`src/rtl/gbh_pkg.sv`:
```
// Shared types and defaults for the speculative global-branch-history controller.
// Holds the FSM state encoding and the checkpoint entry layout.
package gbh_pkg;

    localparam int HIST_W_DEF = 4;
    localparam int DEPTH_DEF  = 4;

    typedef enum logic [1:0] {
        IDLE    = 2'd0,
        TRACK   = 2'd1,
        RECOVER = 2'd2
    } state_t;

    typedef struct packed {
        logic pred_taken;
    } ckpt_t;

endpackage

```
`src/rtl/gbh_ckpt_fifo.sv`:
```
// Checkpoint FIFO: DEPTH x ckpt_t synchronous queue of in-flight branch predictions.
// Latency: pushed entry is visible at head_dat the cycle after the push edge.
// Backpressure: none internally; caller must not push when full or pop when empty. clear wins.
module gbh_ckpt_fifo
    import gbh_pkg::*;
#(
    parameter  int DEPTH = DEPTH_DEF,
    localparam int PTR_W = $clog2(DEPTH),
    localparam int CNT_W = PTR_W + 1
) (
    input  logic             clock,
    input  logic             init,
    input  logic             push,
    input  ckpt_t            push_dat,
    input  logic             pop,
    input  logic             clear,
    output ckpt_t            head_dat,
    output logic [CNT_W-1:0] count
);

    ckpt_t            mem [DEPTH];
    logic [PTR_W-1:0] wr_ptr;
    logic [PTR_W-1:0] rd_ptr;

    // DEPTH is a power of two, so pointer overflow is the modulo wrap.
    always_ff @(posedge clock or posedge init) begin
        if (init) begin
            wr_ptr <= '0;
            rd_ptr <= '0;
            count  <= '0;
        end else if (clear) begin
            wr_ptr <= '0;
            rd_ptr <= '0;
            count  <= '0;
        end else begin
            if (push) wr_ptr <= wr_ptr + 1'b1;
            if (pop)  rd_ptr <= rd_ptr + 1'b1;
            case ({push, pop})
                2'b10:   count <= count + 1'b1;
                2'b01:   count <= count - 1'b1;
                default: count <= count;
            endcase
        end
    end

    always_ff @(posedge clock) begin
        if (push && !clear) mem[wr_ptr] <= push_dat;
    end

    assign head_dat = mem[rd_ptr];

endmodule

```
`src/rtl/gbh_spec_ctrl.sv`:
```
// Speculative GBH controller: speculative/architectural history, in-order resolve, mispredict recovery.
// Latency: histories, commit strobe and flush all register one edge after the push/resolve.
// Backpressure: pred_ready drops when DEPTH branches are in flight or during the recover cycle.
// Optional: GBH_STATS_EN adds saturating resolve/mispredict counters.
module gbh_spec_ctrl
    import gbh_pkg::*;
#(
    parameter  int HIST_W = HIST_W_DEF,
    parameter  int DEPTH  = DEPTH_DEF,
    localparam int CNT_W  = $clog2(DEPTH) + 1
) (
    input  logic              clock,
    input  logic              init,
    input  logic              pred_valid,
    input  logic              pred_taken,
    output logic              pred_ready,
    input  logic              res_valid,
    input  logic              res_outcome,
    output logic [HIST_W-1:0] spec_hist,
    output logic [HIST_W-1:0] commit_hist,
    output logic              commit_valid,
    output logic              commit_outcome,
    output logic              flush,
`ifdef GBH_STATS_EN
    output logic [15:0]       branch_cnt,
    output logic [15:0]       mispred_cnt,
`endif
    output logic [CNT_W-1:0]  in_flight
);

    localparam logic [CNT_W-1:0] DEPTH_C = CNT_W'(DEPTH);
    localparam logic [CNT_W-1:0] ONE_C   = CNT_W'(1);

    state_t state;
    state_t state_nxt;
    ckpt_t  head;
    ckpt_t  push_dat;
    logic   push;
    logic   resolve;
    logic   mispredict;

    always_comb begin
        state_nxt  = state;
        pred_ready = (state != RECOVER) && (in_flight < DEPTH_C);
        resolve    = res_valid && (state == TRACK);
        mispredict = resolve && (head.pred_taken != res_outcome);
        // A prediction issued alongside a mispredict is on the wrong path.
        push       = pred_valid && pred_ready && !mispredict;
        push_dat   = '{pred_taken: pred_taken};
        case (state)
            IDLE: begin
                if (push) state_nxt = TRACK;
            end
            TRACK: begin
                if (mispredict)
                    state_nxt = RECOVER;
                else if (resolve && !push && (in_flight == ONE_C))
                    state_nxt = IDLE;
            end
            RECOVER: state_nxt = IDLE;
            default: state_nxt = IDLE;
        endcase
    end

    always_ff @(posedge clock or posedge init) begin
        if (init) begin
            state          <= IDLE;
            spec_hist      <= '0;
            commit_hist    <= '0;
            commit_valid   <= 1'b0;
            commit_outcome <= 1'b0;
        end else begin
            state          <= state_nxt;
            commit_valid   <= resolve;
            commit_outcome <= resolve & res_outcome;
            if (resolve) commit_hist <= {commit_hist[HIST_W-2:0], res_outcome};
            // Recovery restarts speculation from the just-updated architectural history.
            if (mispredict)
                spec_hist <= {commit_hist[HIST_W-2:0], res_outcome};
            else if (push)
                spec_hist <= {spec_hist[HIST_W-2:0], pred_taken};
        end
    end

    assign flush = (state == RECOVER);

`ifdef GBH_STATS_EN
    always_ff @(posedge clock or posedge init) begin
        if (init) begin
            branch_cnt  <= '0;
            mispred_cnt <= '0;
        end else begin
            if (resolve && (branch_cnt != 16'hFFFF))     branch_cnt  <= branch_cnt + 16'd1;
            if (mispredict && (mispred_cnt != 16'hFFFF)) mispred_cnt <= mispred_cnt + 16'd1;
        end
    end
`endif

    gbh_ckpt_fifo #(.DEPTH(DEPTH)) u_ckpt_fifo (
        .clock    (clock),
        .init     (init),
        .push     (push),
        .push_dat (push_dat),
        .pop      (resolve),
        .clear    (mispredict),
        .head_dat (head),
        .count    (in_flight)
    );

endmodule

```
`config.mk`:
```
export PLATFORM = sky130hd
export DESIGN_NAME = gbh_spec_ctrl
export DESIGN_NICKNAME = d
export VERILOG_FILES = /design/src/rtl/gbh_pkg.sv /design/src/rtl/gbh_ckpt_fifo.sv /design/src/rtl/gbh_spec_ctrl.sv
export SDC_FILE = /design/constraint.sdc
export NUM_CORES = 1
export LEC_CHECK = 0
export CAP_MARGIN = 40
export CORE_AREA = 3 3 58 60
export DETAILED_ROUTE_END_ITERATION = 7
export DIE_AREA = 0 0 61 63
export PLACE_DENSITY = 0.65
export SYNTH_ARGS = -nofsm -noshare
export SYNTH_HDL_FRONTEND = slang
export SYNTH_SLANG_ARGS = --single-unit
```
`constraint.sdc`:
```
create_clock -name clock -period 2.45 [get_ports clock]
set_input_delay 0.245 -clock clock [delete_from_list [all_inputs] [get_ports clock]]
set_output_delay 0.245 -clock clock [all_outputs]
set_load 0.02 [all_outputs]
```
== Word-level counts from Yosys, hierarchy flattened ==
Memory sizes are Yosys's and may differ from the RTL's.
Index checks and enable logic that the tools add are counted.

* Memory bits (writable): 4
* Memories: 1
* Output and inout port bits: 15
* Register bits: 19
* Input port bits: 6
* Word-level logic and storage cells: 53

{| class="wikitable"
|+ Memory list
! name !! words !! bits a word !! rd ports !! clocked after memory_dff !! wr ports !! RTL line !! source
|-
| u_ckpt_fifo.mem || 4 || 1 || 1 || 0 || 1 || gbh_ckpt_fifo.sv:21 || <nowiki>ckpt_t mem [DEPTH];</nowiki>
|}

* $add $sub $neg: 4
* Reduce and logical (&&, ||, !) cells: 15
* Muxes and demuxes: 14
* Order comparisons: 1
* Bitwise operators: 1
* Equality and inequality tests: 9

{| class="wikitable"
|+ Operators by type and width
! cell !! number
|-
| 2-bit two-way mux || 7
|-
| 1-bit logical AND || 8
|-
| 4-bit two-way mux || 2
|-
| 3-bit one-hot mux with 2 select lines || 1
|-
| 2-bit by 1-bit adder with 2-bit output (second input constant) || 2
|-
| 2-bit by 1-bit equality test with 1-bit output (second input constant) || 2
|-
| 2-bit equality test (second input constant) || 2
|-
| 2-bit one-hot mux with 2 select lines || 1
|-
| 2-bit nonzero test || 2
|-
| 3-bit by 1-bit adder with 3-bit output (second input constant) || 1
|-
| 3-bit by 1-bit equality test with 1-bit output (second input constant) || 1
|-
| 3-bit less-than comparator (second input constant) || 1
|-
| 3-bit two-way mux || 1
|-
| 3-bit by 1-bit inequality test with 1-bit output (second input constant) || 1
|-
| 3-bit nonzero test || 1
|-
| 3-bit by 1-bit subtractor with 3-bit output (second input constant) || 1
|-
| 1-bit logical NOT || 2
|-
| 2-bit logical NOT || 1
|-
| 1-bit two-way mux || 2
|-
| 2-bit by 1-bit inequality test with 1-bit output (second input constant) || 1
|-
| 2-bit inequality test (second input constant) || 1
|-
| 2-bit AND reduction || 1
|-
| 1-bit bitwise AND || 1
|-
| 1-bit inequality test || 1
|}

== Depth between registers and ports, before layout ==
* Depth after elaboration: 11
* Mapped depth: 5
* Gate-level depth less buffers: 5

== Hierarchy ==
A second synthesis with hierarchy kept.

* Cell total of the unflattened synthesis: 100
* Area total of the unflattened synthesis: 1163.6 sq um

{| class="wikitable"
|+ Modules (own cells, without submodules)
! module !! area an instance (sq um) !! sequential area each (sq um) !! cells each !! times used
|-
| gbh_ckpt_fifo || 593.1 || 295.3 || 47 || 1
|-
| gbh_spec_ctrl || 570.5 || 300.3 || 53 || 1
|}

== Worst setup path after synthesis ==
OpenSTA, ideal clock, no wires.

* Kind: reg2reg
* Start point: register u_ckpt_fifo.rd_ptr[0]
* End point: memory u_ckpt_fifo.mem[0] (netlist bit), enable pin
* Data required time: 2207 ps
* Data arrival time: 1477 ps
* Setup time: 243 ps
* Stages on the path, launching flop included: 5
* Path buffers: 0
* Path slack: 731 ps
* Clock period less this slack: 1719 ps
* Path through: dfrtp_1 > mux4_2 > xor2_2 > nand2_2 > and3_1

* Word-level cells in the longest chain between the ends: 8

{| class="wikitable"
|+ Ends and longest elaborated chain
! what !! RTL line !! source
|-
| start: declaration || gbh_ckpt_fifo.sv:23 || <nowiki>logic [PTR_W-1:0] rd_ptr;</nowiki>
|-
| start signal: assignment || gbh_ckpt_fifo.sv:37 || <nowiki>if (pop) rd_ptr <= rd_ptr + 1'b1;</nowiki>
|-
| memory read 4 x 1 bit * || -- ||
|-
| 1-bit inequality test * || gbh_spec_ctrl.sv:46 || <nowiki>mispredict = resolve && (head.pred_taken != res_outcome);</nowiki>
|-
| 1-bit logical AND * || gbh_spec_ctrl.sv:46 ||
|-
| 1-bit logical NOT * || gbh_ckpt_fifo.sv:47, gbh_spec_ctrl.sv:48 ||
|-
| 1-bit logical AND || gbh_spec_ctrl.sv:48 || <nowiki>push = pred_valid && pred_ready && !mispredict;</nowiki>
|-
| 1-bit logical AND * || gbh_ckpt_fifo.sv:47 || <nowiki>if (push && !clear) mem[wr_ptr] <= push_dat;</nowiki>
|-
| 1-bit two-way mux * || gbh_ckpt_fifo.sv:47 ||
|-
| 1-bit two-way mux (not written as such) * || gbh_ckpt_fifo.sv:47 ||
|-
| end: declaration || gbh_ckpt_fifo.sv:21 ||
|}

Mark *: on every way between the ends. The rest lies on a longest branch, timed or not.

== Worst setup path after layout ==
* Start point: register state[0]
* End point: output port flush

* Word-level cells in the longest chain between the ends: 1

{| class="wikitable"
|+ Ends and longest elaborated chain
! what !! RTL line !! source
|-
| start: declaration || gbh_spec_ctrl.sv:34 || <nowiki>state_t state;</nowiki>
|-
| start signal: assignment || gbh_spec_ctrl.sv:73 || <nowiki>state <= state_nxt;</nowiki>
|-
| 2-bit equality test || gbh_spec_ctrl.sv:85 || <nowiki>assign flush = (state == RECOVER);</nowiki>
|-
| end: declaration || gbh_spec_ctrl.sv:23 || <nowiki>output logic flush,</nowiki>
|}

No other way between the ends.

==> results by stage <==
Clock network:
- TritonCTS built the clock tree.
- The number of buffers on the longest clock path is 2.
- In this run the number of H-tree levels came out at 1.
- The tree built by TritonCTS fans out to 23 sinks.
- The clock transition at the registers of the reported paths is 140 ps.
- The later pin in the worst-skew pair is clocked with a latency of 320 ps.
- Buffers added to address setup during post-CTS repair amount to 0.
- In this run, post-CTS repair resized a total of 0 instances.
- The root buffer cell chosen for the clock tree is clkbuf_4.
- The post-cts hold buffer count is 0.
- Counting the buffers created by CTS gives 3.

Global route:
- Entering global routing, the biggest net connects 20 pins.
- The all-layer global routing usage is 13.9%.
- The number of antenna violations at the first check in global routing is 0.
- The via count of the first global-routing pass is 896.
- The final global-route overflow total is 0.
- The first global-routing pass estimated 4.11 mm of wire.

Pwr:
- The power share of the clock group is 9.8%.
- Internal power comes to 1040 uW.
- Registers are responsible for 37.8% of the overall power.
- The switching portion of total power is 42.1%.
- For this design the total switching power over the nets is 753 uW.
- The share of total power dissipated in combinational logic is 52.4%.
- VDD sags by at most 0.614 mV.
- The leakage dissipation is 0.000656 uW.
- The total power density per cell area is 1250 nW/um^2.

Floorplan:
- The y dimension of the die is 63 um.
- The core region is 2980 sq um.
- 21 I/O pins were placed.
- The cell row count is 20.
- The die outline width is 61 um.
- The starting density of the core is 39.0%.
- The overall die area is 3840 sq um.

STA:
- The final setup TNS is 0 ps.
- The largest clock skew in the final design is 15.1 ps.
- The final critical path takes up 79.3% of the cycle.
- Setup violations remaining at the end of the flow were counted as 0.
- For the finished layout, the period the worst path requires is 1940 ps.
- The worst slew margin relative to its limit is 52.8%.
- The maximum clock frequency is 515 MHz.
- Setup repair after global routing left no endpoint under its margin.
- The count of final hold-check violations is 0.
- The number of pins with negative max-slew slack in the final report came to 0.
- At the pin with the least slew margin, the transition time is 708 ps.

Min path:
- The min-delay analysis places its worst path in the category in2async.

Layout:
- In the final layout, the share of cells above drive strength 1 is 12.5%.
- The storage element area is 596 sq um.
- Cells fill 48.2% of the core in the end.
- The number of antenna diodes in the final layout is 0.
- Counting the fill cells in the layout gives 288.
- The final layout contains 142 nets.
- In the final layout, the multi-input gates occupy 532 sq um.
- The area overhead of the layout relative to synthesis is 23.5%.

Synth:
- The distinct cell type count after synthesis is 35.
- In the post-synthesis netlist, the biggest area contributors are dfrtp_1 41%, edfxtp_1 10%, ha_1 7.5%.
- The register bit total from synthesis is 23.
- A synthesized cell averages 11.2 sq um.
- Synthesis produced a netlist with a net count of 117.
- The synthesized netlist occupies a cell area of 1160 sq um.
- The number of cells produced by synthesis is 104.
- The share of the synthesized area in the top cell type is 40.9%.
- The total number of yosys warnings is 0.
- The leading area contributor after synthesis is dfrtp_1.
- Summing the sequential cell areas from Yosys gives 51.3% of the chip area.

Routing:
- The detailed router finished its first iteration with 42 violations.
- After detailed routing, the average wire length per cell comes to 14.2 um.
- Wires add up to 2.28 mm.
- In the routed design, unresolved DRC markers number 0.
- The number of iterations in the first detailed-routing pass is 5.
- The overall via count from detail_route is 834.
- The routed via count divided by cell count is 5.18.
- The count of nets left with antenna violations after detail routing is 0.

Placed design:
- The placed wire-length estimate after detailed placement is 1.70 mm.
- At the end of routability-driven placement, the weighted congestion stood at 0.738.
- The total of buffers placed on input and output ports is 20.

Setup path:
- STA classifies the critical path startpoint as a flop.
- The arrival time of the worst setup path is 1700 ps.
- The worst setup path category is reg2out.
- The endpoint kind of the worst setup timing path is an output port.
- The maximum fanout count along the critical path is 4.
- STA puts the critical path data required time at 2200 ps.

Outcome:
- The run finished with clean final reports.

Job:
- The number of maximum-capacitance constraint violations is 0.
[power groups by stage]
stage	Combinational [uW]	Clock (uW)	Sequential [uW]
after floorplan	504	0	765
after global placement	925	0	678
after detailed placement	948	0	680
after CTS	951	185	676
after global routing	1040	203	703
final	938	176	676
[per-stage QoR]
| stage | instances | total power, uW | area (sq um) | setup WS [ps] | hold slack, ps |
|---|---|---|---|---|---|
| after CTS | 161 | 1810 | 1430 | 489 | 350 |
| final | 161 | 1790 | 1430 | 507 | 326 |
| after global placement | 157 | 1600 | 1410 | 551 | 439 |
| after global routing | 161 | 1950 | 1430 | 363 | 368 |
| after floorplan | 104 | 1270 | 1160 | 731 | 196 |
| after detailed placement | 157 | 1630 | 1410 | 523 | 450 |
[per-layer routing]
metal / wire, um / global-route usage (%) / vias to the layer above
li1: - / - / 412
met1: 1070 / 19.6 / 397
met2: 1070 / 21.0 / 22
met3: 108 / 3.93 / 3
met4: 25 / 3.25 / 0
met5: 0 / 0 / -
[cells by family after synthesis]
kind of cell	Yosys count	synth area share [%]
adder cells (fa/ha/maj)	7	7.54
buffers and inverters	9	2.91
AO/OA/AOI/OAI	18	11.5
flip-flops	23	51.3
multiplexers	5	5.39
AND/OR/NAND/NOR	38	17.0
XOR/XNOR	4	4.31
[synthesized netlist by cell type]
cell type,instances
dfrtp_1,19
nand2_1,13
ha_1,7
inv_1,7
and3_1,5
a21oi_1,4
edfxtp_1,4
mux2i_1,4
nand3_1,3
nand3b_1,3
nor2_1,3
o21ai_0,3
o21ai_2,3
nand2_2,2
nand2b_1,2
nor2b_1,2
xnor2_1,2
a211oi_1,1
a21o_1,1
a222oi_1,1
a22oi_1,1
a311oi_1,1
and2_1,1
clkbuf_1,1
inv_2,1
mux4_2,1
nand4_1,1
nor2_2,1
nor3_1,1
o22ai_1,1
o2bb2ai_1,1
o311ai_2,1
or2b_1,1
xnor2_2,1
xor2_2,1
[worst paths after layout]
check                                            from            endpoint  slack, ps  cells past startpoint
worst max-delay path                         state[0]               flush        510                      3
worst min-delay path                             init        commit_valid        330                      2
worst max register to register  u_ckpt_fifo.rd_ptr[0]  u_ckpt_fifo.mem[1]        540                      4
worst min register to register               state[1]            state[0]        460                      1
max in group asynchronous                        init        spec_hist[1]       1660                      2
min in group clock                           state[1]            state[0]        460                      1
[flip-flops by register name (all words and copies together), names as in the netlist]
signal,cells
commit_valid,1
u_ckpt_fifo.mem,4
u_ckpt_fifo.wr_ptr,2
state,2
commit_outcome,1
spec_hist,4
commit_hist,4
u_ckpt_fifo.count,3
u_ckpt_fifo.rd_ptr,2
[final cells by class]
| cell class | count | area share, % |
|---|---|---|
| flip-flops and latches | 23 | 41.5 |
| multi-input cells | 72 | 37.1 |
| repair buffers | 21 | 14.5 |
| well taps | 33 | 2.88 |
| inverters | 8 | 2.09 |
| clock buffers | 3 | 1.57 |
| clock inverters | 1 | 0.349 |
[critical path, cell delays in order (launching register included)]
cell	delay (ps)
dfrtp_1	430
nand2b_1	200
inv_1	140
clkdlybuf4s50_1	620
[layout by cell type (no fill, tap or decap), types with 3 or more instances in the layout]
cell type        Yosys  final
a21oi_1              4      4
edfxtp_1             4      4
clkdlybuf4s50_1      0     20
nand3b_1             3      3
dfrtp_1             19     19
mux2i_1              4      4
nor2_1               3      3
nand3_1              3      3
o21ai_0              3      3
clkbuf_4             0      3
inv_1                7      7
ha_1                 7      7
o21ai_2              3      3
nand2_1             13     13
and3_1               5      5
Note: power is estimated with default switching activity, not from simulation.
